[src/rtl/ps2_pkg.sv]
// Shared types and frame constants for the PS/2 receive path.
package ps2_pkg;

    localparam int PS2_DATA_BITS  = 8;
    localparam int PS2_FRAME_BITS = 11;  // start + 8 data + parity + stop

    typedef enum logic [1:0] {
        ST_IDLE   = 2'd0,
        ST_DATA   = 2'd1,
        ST_PARITY = 2'd2,
        ST_STOP   = 2'd3
    } ps2_state_e;

endpackage

[src/rtl/ps2_rx_fifo_if.sv]
// Read-side handshake bundle: the receiver drives bytes out, the consumer accepts them.
interface ps2_rx_fifo_if #(
    parameter int FIFO_DEPTH = 8
) ();
    localparam int CNT_W = $clog2(FIFO_DEPTH + 1);

    logic [7:0]       rd_data;
    logic             rd_valid;
    logic             rd_ready;
    logic [CNT_W-1:0] fifo_count;

    modport master (
        output rd_data,
        output rd_valid,
        output fifo_count,
        input  rd_ready
    );

    modport slave (
        input  rd_data,
        input  rd_valid,
        input  fifo_count,
        output rd_ready
    );
endinterface

[src/rtl/ps2_sync_fifo.sv]
// First-word-fall-through byte FIFO. A push to a full FIFO is accepted only
// when a pop happens in the same cycle; otherwise it is dropped.
module ps2_sync_fifo #(
    parameter int WIDTH = 8,
    parameter int DEPTH = 8
) (
    input  logic                       clk,
    input  logic                       rst,
    input  logic                       push_i,
    input  logic [WIDTH-1:0]           push_data_i,
    input  logic                       pop_i,
    output logic [WIDTH-1:0]           rd_data_o,
    output logic                       rd_valid_o,
    output logic [$clog2(DEPTH+1)-1:0] count_o,
    output logic                       full_o
);
    localparam int PTR_W = $clog2(DEPTH);
    localparam int CNT_W = $clog2(DEPTH + 1);

    logic [WIDTH-1:0] mem_q [DEPTH];
    logic [PTR_W-1:0] wr_ptr_q, wr_ptr_d;
    logic [PTR_W-1:0] rd_ptr_q, rd_ptr_d;
    logic [CNT_W-1:0] count_q, count_d;
    logic             empty;
    logic             pop_ok;
    logic             push_ok;

    assign empty   = (count_q == '0);
    assign full_o  = (count_q == CNT_W'(DEPTH));
    assign pop_ok  = pop_i && !empty;
    assign push_ok = push_i && (!full_o || pop_ok);

    // Pointer and occupancy update; pointers wrap naturally since DEPTH is a power of two.
    always_comb begin
        wr_ptr_d = wr_ptr_q;
        rd_ptr_d = rd_ptr_q;
        count_d  = count_q;
        if (push_ok) begin
            wr_ptr_d = wr_ptr_q + 1'b1;
        end
        if (pop_ok) begin
            rd_ptr_d = rd_ptr_q + 1'b1;
        end
        case ({push_ok, pop_ok})
            2'b10:   count_d = count_q + 1'b1;
            2'b01:   count_d = count_q - 1'b1;
            default: count_d = count_q;
        endcase
    end

    // Pointer and count registers.
    always_ff @(posedge clk) begin
        if (rst) begin
            wr_ptr_q <= '0;
            rd_ptr_q <= '0;
            count_q  <= '0;
        end else begin
            wr_ptr_q <= wr_ptr_d;
            rd_ptr_q <= rd_ptr_d;
            count_q  <= count_d;
        end
    end

    // Storage array; contents are masked at the output while empty, so no reset needed.
    always_ff @(posedge clk) begin
        if (push_ok) begin
            mem_q[wr_ptr_q] <= push_data_i;
        end
    end

    assign rd_data_o  = empty ? '0 : mem_q[rd_ptr_q];
    assign rd_valid_o = !empty;
    assign count_o    = count_q;
endmodule

[src/rtl/ps2_rx_fifo.sv]
// PS/2 device-to-host frame receiver feeding a byte FIFO.
//
// state  | meaning
// IDLE   | bus idle, waiting for a start bit (falling edge with data 0)
// DATA   | shifting in 8 data bits, LSB first
// PARITY | capturing the odd-parity bit
// STOP   | capturing the stop bit, then push or flag an error
module ps2_rx_fifo
    import ps2_pkg::*;
#(
    parameter int FIFO_DEPTH     = 8,
    parameter int TIMEOUT_CYCLES = 50000,
    parameter int SYNC_STAGES    = 2
) (
    input  logic            clk,
    input  logic            rst,
    input  logic            ps2_clk,
    input  logic            ps2_data,
    ps2_rx_fifo_if.master   rd_if,
    output logic            parity_err,
    output logic            frame_err,
    output logic            overflow
);
    localparam int             TO_W     = $clog2(TIMEOUT_CYCLES + 1);
    localparam int             BIT_W    = $clog2(PS2_DATA_BITS);
    localparam logic [BIT_W-1:0] LAST_BIT = BIT_W'(PS2_DATA_BITS - 1);
    localparam logic [TO_W-1:0]  TO_LAST  = TO_W'(TIMEOUT_CYCLES - 1);

    logic [SYNC_STAGES-1:0] clk_sync_q;
    logic [SYNC_STAGES-1:0] data_sync_q;
    logic                   clk_prev_q;
    logic                   clk_s;
    logic                   data_s;
    logic                   fall;

    ps2_state_e                 state_q, state_d;
    logic [BIT_W-1:0]           bit_cnt_q, bit_cnt_d;
    logic [PS2_DATA_BITS-1:0]   shift_q, shift_d;
    logic                       acc_q, acc_d;
    logic                       parity_ok_q, parity_ok_d;
    logic [TO_W-1:0]            timeout_q, timeout_d;
    logic                       push;
    logic                       parity_err_q, parity_err_d;
    logic                       frame_err_q, frame_err_d;
    logic                       overflow_q, overflow_d;
    logic                       pop;
    logic                       fifo_full;

    assign clk_s  = clk_sync_q[SYNC_STAGES-1];
    assign data_s = data_sync_q[SYNC_STAGES-1];
    assign fall   = clk_prev_q && !clk_s;

    // Synchronise both PS/2 lines; reset to 1 so an idle bus never looks like an edge.
    always_ff @(posedge clk) begin
        if (rst) begin
            clk_sync_q  <= '1;
            data_sync_q <= '1;
            clk_prev_q  <= 1'b1;
        end else begin
            clk_sync_q  <= {clk_sync_q[SYNC_STAGES-2:0], ps2_clk};
            data_sync_q <= {data_sync_q[SYNC_STAGES-2:0], ps2_data};
            clk_prev_q  <= clk_s;
        end
    end

    // Frame FSM next-state: every non-idle state shares the timeout watchdog.
    always_comb begin
        state_d      = state_q;
        bit_cnt_d    = bit_cnt_q;
        shift_d      = shift_q;
        acc_d        = acc_q;
        parity_ok_d  = parity_ok_q;
        timeout_d    = timeout_q;
        push         = 1'b0;
        parity_err_d = 1'b0;
        frame_err_d  = 1'b0;

        if (state_q == ST_IDLE) begin
            timeout_d = '0;
            if (fall && !data_s) begin
                state_d   = ST_DATA;
                bit_cnt_d = '0;
                acc_d     = 1'b1;
            end
        end else if (fall) begin
            timeout_d = '0;
            case (state_q)
                ST_DATA: begin
                    shift_d   = {data_s, shift_q[PS2_DATA_BITS-1:1]};
                    acc_d     = acc_q ^ data_s;
                    bit_cnt_d = bit_cnt_q + 1'b1;
                    if (bit_cnt_q == LAST_BIT) begin
                        state_d = ST_PARITY;
                    end
                end
                ST_PARITY: begin
                    parity_ok_d = (acc_q == data_s);
                    state_d     = ST_STOP;
                end
                ST_STOP: begin
                    state_d = ST_IDLE;
                    if (!data_s) begin
                        frame_err_d = 1'b1;
                    end else if (parity_ok_q) begin
                        push = 1'b1;
                    end else begin
                        parity_err_d = 1'b1;
                    end
                end
                default: state_d = ST_IDLE;
            endcase
        end else if (timeout_q == TO_LAST) begin
            state_d     = ST_IDLE;
            timeout_d   = '0;
            shift_d     = '0;
            frame_err_d = 1'b1;
        end else begin
            timeout_d = timeout_q + 1'b1;
        end
    end

    // Frame FSM state and datapath registers.
    always_ff @(posedge clk) begin
        if (rst) begin
            state_q     <= ST_IDLE;
            bit_cnt_q   <= '0;
            shift_q     <= '0;
            acc_q       <= 1'b0;
            parity_ok_q <= 1'b0;
            timeout_q   <= '0;
        end else begin
            state_q     <= state_d;
            bit_cnt_q   <= bit_cnt_d;
            shift_q     <= shift_d;
            acc_q       <= acc_d;
            parity_ok_q <= parity_ok_d;
            timeout_q   <= timeout_d;
        end
    end

    assign pop        = rd_if.rd_valid && rd_if.rd_ready;
    assign overflow_d = push && fifo_full && !pop;

    // Status pulses are registered so each lasts exactly one cycle.
    always_ff @(posedge clk) begin
        if (rst) begin
            parity_err_q <= 1'b0;
            frame_err_q  <= 1'b0;
            overflow_q   <= 1'b0;
        end else begin
            parity_err_q <= parity_err_d;
            frame_err_q  <= frame_err_d;
            overflow_q   <= overflow_d;
        end
    end

    assign parity_err = parity_err_q;
    assign frame_err  = frame_err_q;
    assign overflow   = overflow_q;

    ps2_sync_fifo #(
        .WIDTH (PS2_DATA_BITS),
        .DEPTH (FIFO_DEPTH)
    ) u_fifo (
        .clk         (clk),
        .rst         (rst),
        .push_i      (push),
        .push_data_i (shift_q),
        .pop_i       (pop),
        .rd_data_o   (rd_if.rd_data),
        .rd_valid_o  (rd_if.rd_valid),
        .count_o     (rd_if.fifo_count),
        .full_o      (fifo_full)
    );
endmodule

[src/flat_wrapper.sv]
// flat-port wrapper written by rule: the top's interface ports become plain ports
module ps2_rx_fifo_flat import ps2_pkg::*;
#(
    parameter int FIFO_DEPTH     = 8,
    parameter int TIMEOUT_CYCLES = 50000,
    parameter int SYNC_STAGES    = 2
)
  (clk, rst, ps2_clk, ps2_data, parity_err, frame_err, overflow, rd_if_rd_data, rd_if_rd_valid, rd_if_fifo_count, rd_if_rd_ready);
  ps2_rx_fifo_if #(.FIFO_DEPTH(FIFO_DEPTH)) rd_if_i ();
  input  logic clk;
  input  logic rst;
  input  logic ps2_clk;
  input  logic ps2_data;
  output logic parity_err;
  output logic frame_err;
  output logic overflow;
  output wire logic [$bits(rd_if_i.rd_data)-1:0] rd_if_rd_data;
  output wire logic [$bits(rd_if_i.rd_valid)-1:0] rd_if_rd_valid;
  output wire logic [$bits(rd_if_i.fifo_count)-1:0] rd_if_fifo_count;
  input wire logic [$bits(rd_if_i.rd_ready)-1:0] rd_if_rd_ready;
  assign rd_if_rd_data = rd_if_i.rd_data;
  assign rd_if_rd_valid = rd_if_i.rd_valid;
  assign rd_if_fifo_count = rd_if_i.fifo_count;
  assign rd_if_i.rd_ready = rd_if_rd_ready;
  ps2_rx_fifo #(.FIFO_DEPTH(FIFO_DEPTH), .TIMEOUT_CYCLES(TIMEOUT_CYCLES), .SYNC_STAGES(SYNC_STAGES)) u_core (.clk(clk), .rst(rst), .ps2_clk(ps2_clk), .ps2_data(ps2_data), .rd_if(rd_if_i), .parity_err(parity_err), .frame_err(frame_err), .overflow(overflow));
endmodule
[config.mk]
export PLATFORM = sky130hd
export DESIGN_NAME = ps2_rx_fifo_flat
export DESIGN_NICKNAME = d
export VERILOG_FILES = /design/src/rtl/ps2_pkg.sv /design/src/rtl/ps2_rx_fifo_if.sv /design/src/rtl/ps2_sync_fifo.sv /design/src/rtl/ps2_rx_fifo.sv /design/src/flat_wrapper.sv
export SDC_FILE = /design/constraint.sdc
export NUM_CORES = 1
export LEC_CHECK = 0
export ABC_CLOCK_PERIOD_IN_PS = 2680
export CAP_MARGIN = 15
export CORE_AREA = 3 3 129 131
export DETAILED_ROUTE_END_ITERATION = 10
export DIE_AREA = 0 0 132 134
export SLEW_MARGIN = 15
export SYNTH_ARGS = -nofsm -noshare
export SYNTH_HDL_FRONTEND = slang
export SYNTH_SLANG_ARGS = --single-unit
[constraint.sdc]
create_clock -name clk -period 2.68 [get_ports clk]
set_input_delay 0.536 -clock clk [delete_from_list [all_inputs] [get_ports clk]]
set_output_delay 0.536 -clock clk [all_outputs]
set_load 0.02 [all_outputs]
==> results of run 1 <==
sequential cells by signal, summed over array words and instances, names as in the netlist, named ones only:
register,count
u_core.timeout_q,16
u_core.state_q,2
u_core.frame_err,1
u_core.shift_q,8
u_core.u_fifo.count_o,4
u_core.u_fifo.rd_ptr_q,3
u_core.u_fifo.mem_q,64
u_core.clk_prev_q,1
u_core.clk_sync_q,2
u_core.parity_err,1
u_core.bit_cnt_q,3
u_core.overflow,1
u_core.u_fifo.wr_ptr_q,3
u_core.parity_ok_q,1
u_core.data_sync_q,2
u_core.acc_q,1
synth_stat cells, types with 3 or more instances:
cell | count | share of area
a21oi_1 | 11 | 0.011
a31o_1 | 4 | 0.0073
and3_1 | 3 | 0.0039
buf_2 | 4 | 0.0042
clkbuf_1 | 10 | 0.0078
dfxtp_1 | 52 | 0.22
edfxtp_1 | 64 | 0.40
ha_1 | 11 | 0.029
inv_1 | 9 | 0.0070
mux2i_1 | 13 | 0.027
mux4_2 | 16 | 0.075
nand2_1 | 20 | 0.016
nand2b_1 | 4 | 0.0052
nand3_1 | 13 | 0.014
nand4_1 | 4 | 0.0052
nor2_1 | 45 | 0.035
nor2b_1 | 4 | 0.0052
nor3_1 | 16 | 0.017
nor4_1 | 5 | 0.0065
o21ai_0 | 4 | 0.0042
or2_2 | 6 | 0.0078
or3_1 | 3 | 0.0039
xnor2_1 | 12 | 0.022
xor2_1 | 5 | 0.0091
logic make-up after synthesis:
kind of cell,count (synthesis)
buffers and inverters,25
AOI/OAI and AO/OA,38
and+or+nand+nor,133
adders and majority gates,11
DFF,116
muxes,31
xor gates and xnor gates,17
worst paths after layout:
kind | startpoint | endpoint | slack, ns | cells after the start
setup / recovery | register | rd_if_rd_data[6] | 0.12 | 5
setup reg to reg | u_core.state_q[0]$_SDFFE_PP0P_ | u_core.u_fifo.count_o[2]$_SDFFE_PP0P_ | 0.34 | 9
hold / removal | u_core.data_sync_q[0]$_SDFF_PP1_ | u_core.data_sync_q[1]$_SDFF_PP1_ | 0.41 | 1
hold reg to reg | u_core.data_sync_q[0]$_SDFF_PP1_ | u_core.data_sync_q[1]$_SDFF_PP1_ | 0.41 | 1
routing by layer:
metal  vias up  wire length, µm
li1       1475                -
met1      1459             4113
met2        46             4542
met3        10              393
met4         0              137
met5         -                0
power by group:
group / internal (µW) / total, µW / switching (µW) / leakage, µW
logic: 33.6 / 80.2 / 46.6 / 0.000760
clock network: 1530 / 2310 / 785 / 0.000303
registers: 1870 / 1870 / 6.90 / 0.00101
repair_timing:
item	4_1_cts	5_1_grt
hold endpoints to repair	0	0
gates cloned	0	1
resized for setup	9	1
endpoints found under the setup margin	9	1
metrics by stage:
| step | power (µW) | worst slack (ns) | cells | hold WS [ns] |
|---|---|---|---|---|
| after floorplan | 1965 | 0.3007 | 371 | 0.3895 |
| final | 4268 | 0.1183 | 643 | 0.4058 |
| after global placement | 1988 | 0.2342 | 610 | 0.3927 |
| after detailed placement | 1991 | 0.2084 | 610 | 0.3977 |
| after global routing | 4402 | 0.01497 | 643 | 0.4271 |
| after CTS | 4310 | 0.04022 | 642 | 0.4097 |
cell type report:
type	count	area, µm²
fill	1484	9724
sequential	116	2964
multi-input combinational	230	1728
clock buffer	22	506.7
timing repair buffer	40	369.1
tap	216	270.3
clock inverter	10	116.4
inverter	9	33.78
worst max-delay path: cells and delay by family (launching register included):
family,cells,cell delay (ns)
flip-flops,1,0.39
multiplexers,2,0.69
buffers and inverters,2,0.48
AND/OR/NAND/NOR,1,0.05
==> impl_metrics.ini, run 1 <==
[synth]
yosys_warnings = 0
synthCells = 371
synth-xor-area-share = 0.03104
synth_seq_cells = 116
syn_area_um2 = 4797
synth-compound-area-share = 0.05556
async_flop_share = 0
synth_adder_area_share = 0.02869
yosysSeqAreaShare = 0.6176
synth_top_family_by_area = simple AND/OR/NAND/NOR gates
synth_simple_gate_area_frac = 0.1380
synth.distinct_cells = 50
synth_ff_type = edfxtp_1
syn-mean-instance-area_um2 = 12.93
synth_mux_area_frac = 0.1069
synth_fp_nets = 387
synth_edf_count = 64

[status]
status = finished clean

[worst_setup_path]
arrival_ns = 2.03
required_ns = 2.14
cp_cell_sequence = buf_12, mux4_2, mux2i_1, nor2_1, dlygate4sd2_1
path_class = reg -> out
start_kind = register
crit_path_max_fanout = 8
slowest_delay_ns = 0.51
cpMaxStageDelayCell = mux4_2
setup.worst_path.end_class = output port

[grt]
met2_usage = 0.1762
grt_pass1_vias = 2977
met3_usage = 0.03226
busiest_layer = met2
grt_pass1_wl_um = 15140
use_met1 = 0.1354
antenna_found_initial = 0
grt_max_degree = 20
overflow = 0
track_usage = 0.1107

[clock_network]
cts_setup_buffers = 0
clock_path_buffers = 2
cts_buffers = 17
htreeDepth = 4
cts_tree = built
clk_pin_slew_worst_paths_ns = 0.05
cts_num_sinks = 116
hold_buffers = 0
cts-root-buf = clkbuf_16
clkLatencyLatePin_ns = 0.41

[sta]
fin_crit_sh = 0.9558
skew_ns = 0.008366
setup_viol = 0
post-route-min-period_ns = 2.562
rsz0062_at_grt = no
fmax_mhz = 390.4
max_slew_margin = 0.5325
slew_violations = 0
hold_viol_final = 0
fin_setup_tns_ns = 0
worstMarginPinSlew_ns = 0.6918

[routing]
ant_nets = 0
wl_per_cell_um = 14.29
drt-initial-drc-count = 184
drt_first_pass_iters = 4
totalWireLength_um = 9187
vias_per_cell = 4.650
drc = 0
via_count = 2990

[job]
drv_cap = 0

[cells_and_area]
final_util = 0.3811
final_area_um2 = 5988
layout.cells.most_common = edfxtp_1
fin_nets = 430
final_cell_mix = edfxtp_1 (64), dfxtp_1 (51), nor2_1 (45), nand2_1 (20), clkbuf_16 (20)
layout-drive-gt1-share = 0.1827
syn_to_final_growth_pct = 24.83
antenna_cells = 0

[floorplan]
initial_core_util = 0.3053
dieArea_um2 = 17690
num_rows = 46
num_io_pins = 21
die_w_um = 132
design.core.area_um2 = 15710
die_y_um = 134

[power_and_ir_drop]
cellPowerDensity_nw_per_um2 = 712.7
ir_drop_mv = 0.4423
p_leak_uw = 0.002071

[placed_design]
dpl_cell_area_um2 = 5350
dp_hpwl_um = 5979
numPortBuffers = 20
gp_congestion = 0.7511

[worst_hold_path]
hold_path.class = reg -> reg
Note: power is estimated with default switching activity, not from simulation.
==> run 2: changes to the inputs <==
Settings changed: REMOVE_ABC_BUFFERS set to 1.
==> impl_metrics.ini, run 2 (synthesized netlist as in run 1, its figures left out) <==
[grt]
grt_pass1_wl_um = 15790
track_usage = 0.1144
antenna_found_initial = 0
grt_max_degree = 20
grt_pass1_vias = 3031
overflow = 0

[placed_design]
dp_hpwl_um = 6028
gp_congestion = 0.7711
numPortBuffers = 20
dp_worst_setup_slack_ns = 0.1782

[worst_hold_path]
hold_end = u_core.clk_sync_q[1]$_SDFF_PP1_
holdPathStages = 1
hold_path.startpoint = u_core.clk_sync_q[0]$_SDFF_PP1_
hold_path.class = reg -> reg

[worst_setup_path]
required_ns = 2.14
path_buf_inv = 2
crit_path_max_fanout = 8
path_class = reg -> out
worstRegToRegCells = 9
cp_cell_sequence = buf_12, mux4_2, mux2i_1, nor2_1, dlygate4sd2_1
arrival_ns = 2.04
reg2reg_slack_ns = 0.29
crit_family = multiplexers
cpMaxStageDelayCell = mux4_2
start_kind = register
rr_endpoint = u_core.u_fifo.count_o[2]$_SDFFE_PP0P_
slowest_delay_ns = 0.51
r2r_start = u_core.state_q[0]$_SDFFE_PP0P_
setup.worst_path.end_class = output port

[sta]
fmax_mhz = 388.6
skew_ns = 0.006673
setup_viol = 0
hold_viol_final = 0
fin_crit_sh = 0.9601
max_slew_margin = 0.6601
fin_setup_tns_ns = 0
slew_violations = 0
post-route-min-period_ns = 2.573
worstMarginPinSlew_ns = 0.5076
rsz0062_at_grt = no
finalWorstSetupSlack_ns = 0.1070

[floorplan]
die_y_um = 134
initial_core_util = 0.3053
design.core.area_um2 = 15710
dieArea_um2 = 17690
num_rows = 46
die_w_um = 132
num_io_pins = 21

[clock_network]
clock_path_buffers = 2
cts_tree = built
cts-root-buf = clkbuf_16
cts_num_sinks = 116
clkLatencyLatePin_ns = 0.41
cts_buffers = 17
clk_pin_slew_worst_paths_ns = 0.05
htreeDepth = 4

[cells_and_area]
syn_to_final_growth_pct = 25.14
largest-register = u_core.u_fifo.mem_q
multi_input_area_um2 = 1732
largest_reg_flops = 64
final_cell_mix = edfxtp_1 (64), dfxtp_1 (51), nor2_1 (45), nand2_1 (20), clkbuf_16 (19)
fill_cells = 1481
top_regs = u_core.u_fifo.mem_q x64, u_core.timeout_q x16, u_core.shift_q x8
antenna_cells = 0
layout.cells.most_common = edfxtp_1
layout-drive-gt1-share = 0.1780
register_area_um2 = 2964
fin_nets = 430

[power_and_ir_drop]
ir_drop_mv = 0.4195
cellPowerDensity_nw_per_um2 = 725.2
p_leak_uw = 0.002089

[routing]
vias_per_cell = 4.684
drc = 0
wl_per_cell_um = 15.04
drt-initial-drc-count = 247
via_count = 3012
drt_first_pass_iters = 4
totalWireLength_um = 9673
ant_nets = 0

[job]
drv_cap = 0

[status]
status = finished clean
==> run 2: cell types whose count changed in the layout (fill, tap and decap cells not counted), sizes merged <==
cell          change
dlygate4sd2       -1
dlymetal6s2s      +1
clkbuf            +1
clkinvlp          -1
bufinv            +2
inv               -2
==> run 2: layer usage <==
layer	GRT usage	up-vias	routed length (µm)
met5	0	-	0
met3	0.04501	8	450
met1	0.1442	1472	4372
li1	-	1475	-
met2	0.1824	57	4774
met4	0.03501	0	76
==> run 2: worst register-to-register path, cell delays in order, from the launching register on <==
cell,delay (ns)
dfxtp_1,0.38
inv_1,0.10
ha_1,0.21
and4b_1,0.34
a21oi_1,0.12
xor2_1,0.17
ha_1,0.20
a2111oi_0,0.38
a31oi_1,0.10
mux2_2,0.29
==> run 2: layout make-up <==
| type | count | area share |
|---|---|---|
| inverters | 9 | 0.005627 |
| clock buffers | 23 | 0.07982 |
| flip-flops and latches | 116 | 0.4937 |
| clock inverters | 9 | 0.02522 |
| well taps | 216 | 0.04502 |
| repair buffers | 40 | 0.06211 |
| multi-input cells | 230 | 0.2885 |
==> run 2: how the worst max path moves through the flow <==
stage	depth (start not counted)	end
3_5_place_dp	8	u_core.u_fifo.count_o[2]$_SDFFE_PP0P_
3_3_place_gp	8	u_core.u_fifo.count_o[2]$_SDFFE_PP0P_
6_report	5	rd_if_rd_data[6]
5_1_grt	5	rd_if_rd_data[4]
4_1_cts	4	rd_if_rd_valid
2_1_floorplan	3	u_core.u_fifo.mem_q[0][0]$_DFFE_PP_
==> run 2: metrics by stage <==
step | util | hold slack [ns] | total power [µW] | area (µm²) | std cells
final | 0.3821 | 0.4083 | 4354 | 6003 | 643
after CTS | 0.3800 | 0.4096 | 4396 | 5971 | 642
after global routing | 0.3821 | 0.4300 | 4492 | 6003 | 643
after global placement | 0.3405 | 0.3967 | 1990 | 5350 | 610
after detailed placement | 0.3405 | 0.3988 | 1993 | 5350 | 610
after floorplan | - | 0.3895 | 1956 | 4725 | 355
==> run 2: timing repair <==
item / CTS / global route
resized for setup: 8 / 3
buffers inserted: 0 / 0
cloned: 0 / 1
hold buffers: 0 / 0
endpoints found under the setup margin: 8 / 3
==> run 2: power by group <==
part           leakage [µW]  switching (µW)  internal, µW
Sequential          0.00101            7.06          1870
Combinational      0.000775            49.3          34.0
Clock              0.000306             765          1630
Total               0.00209             821          3530
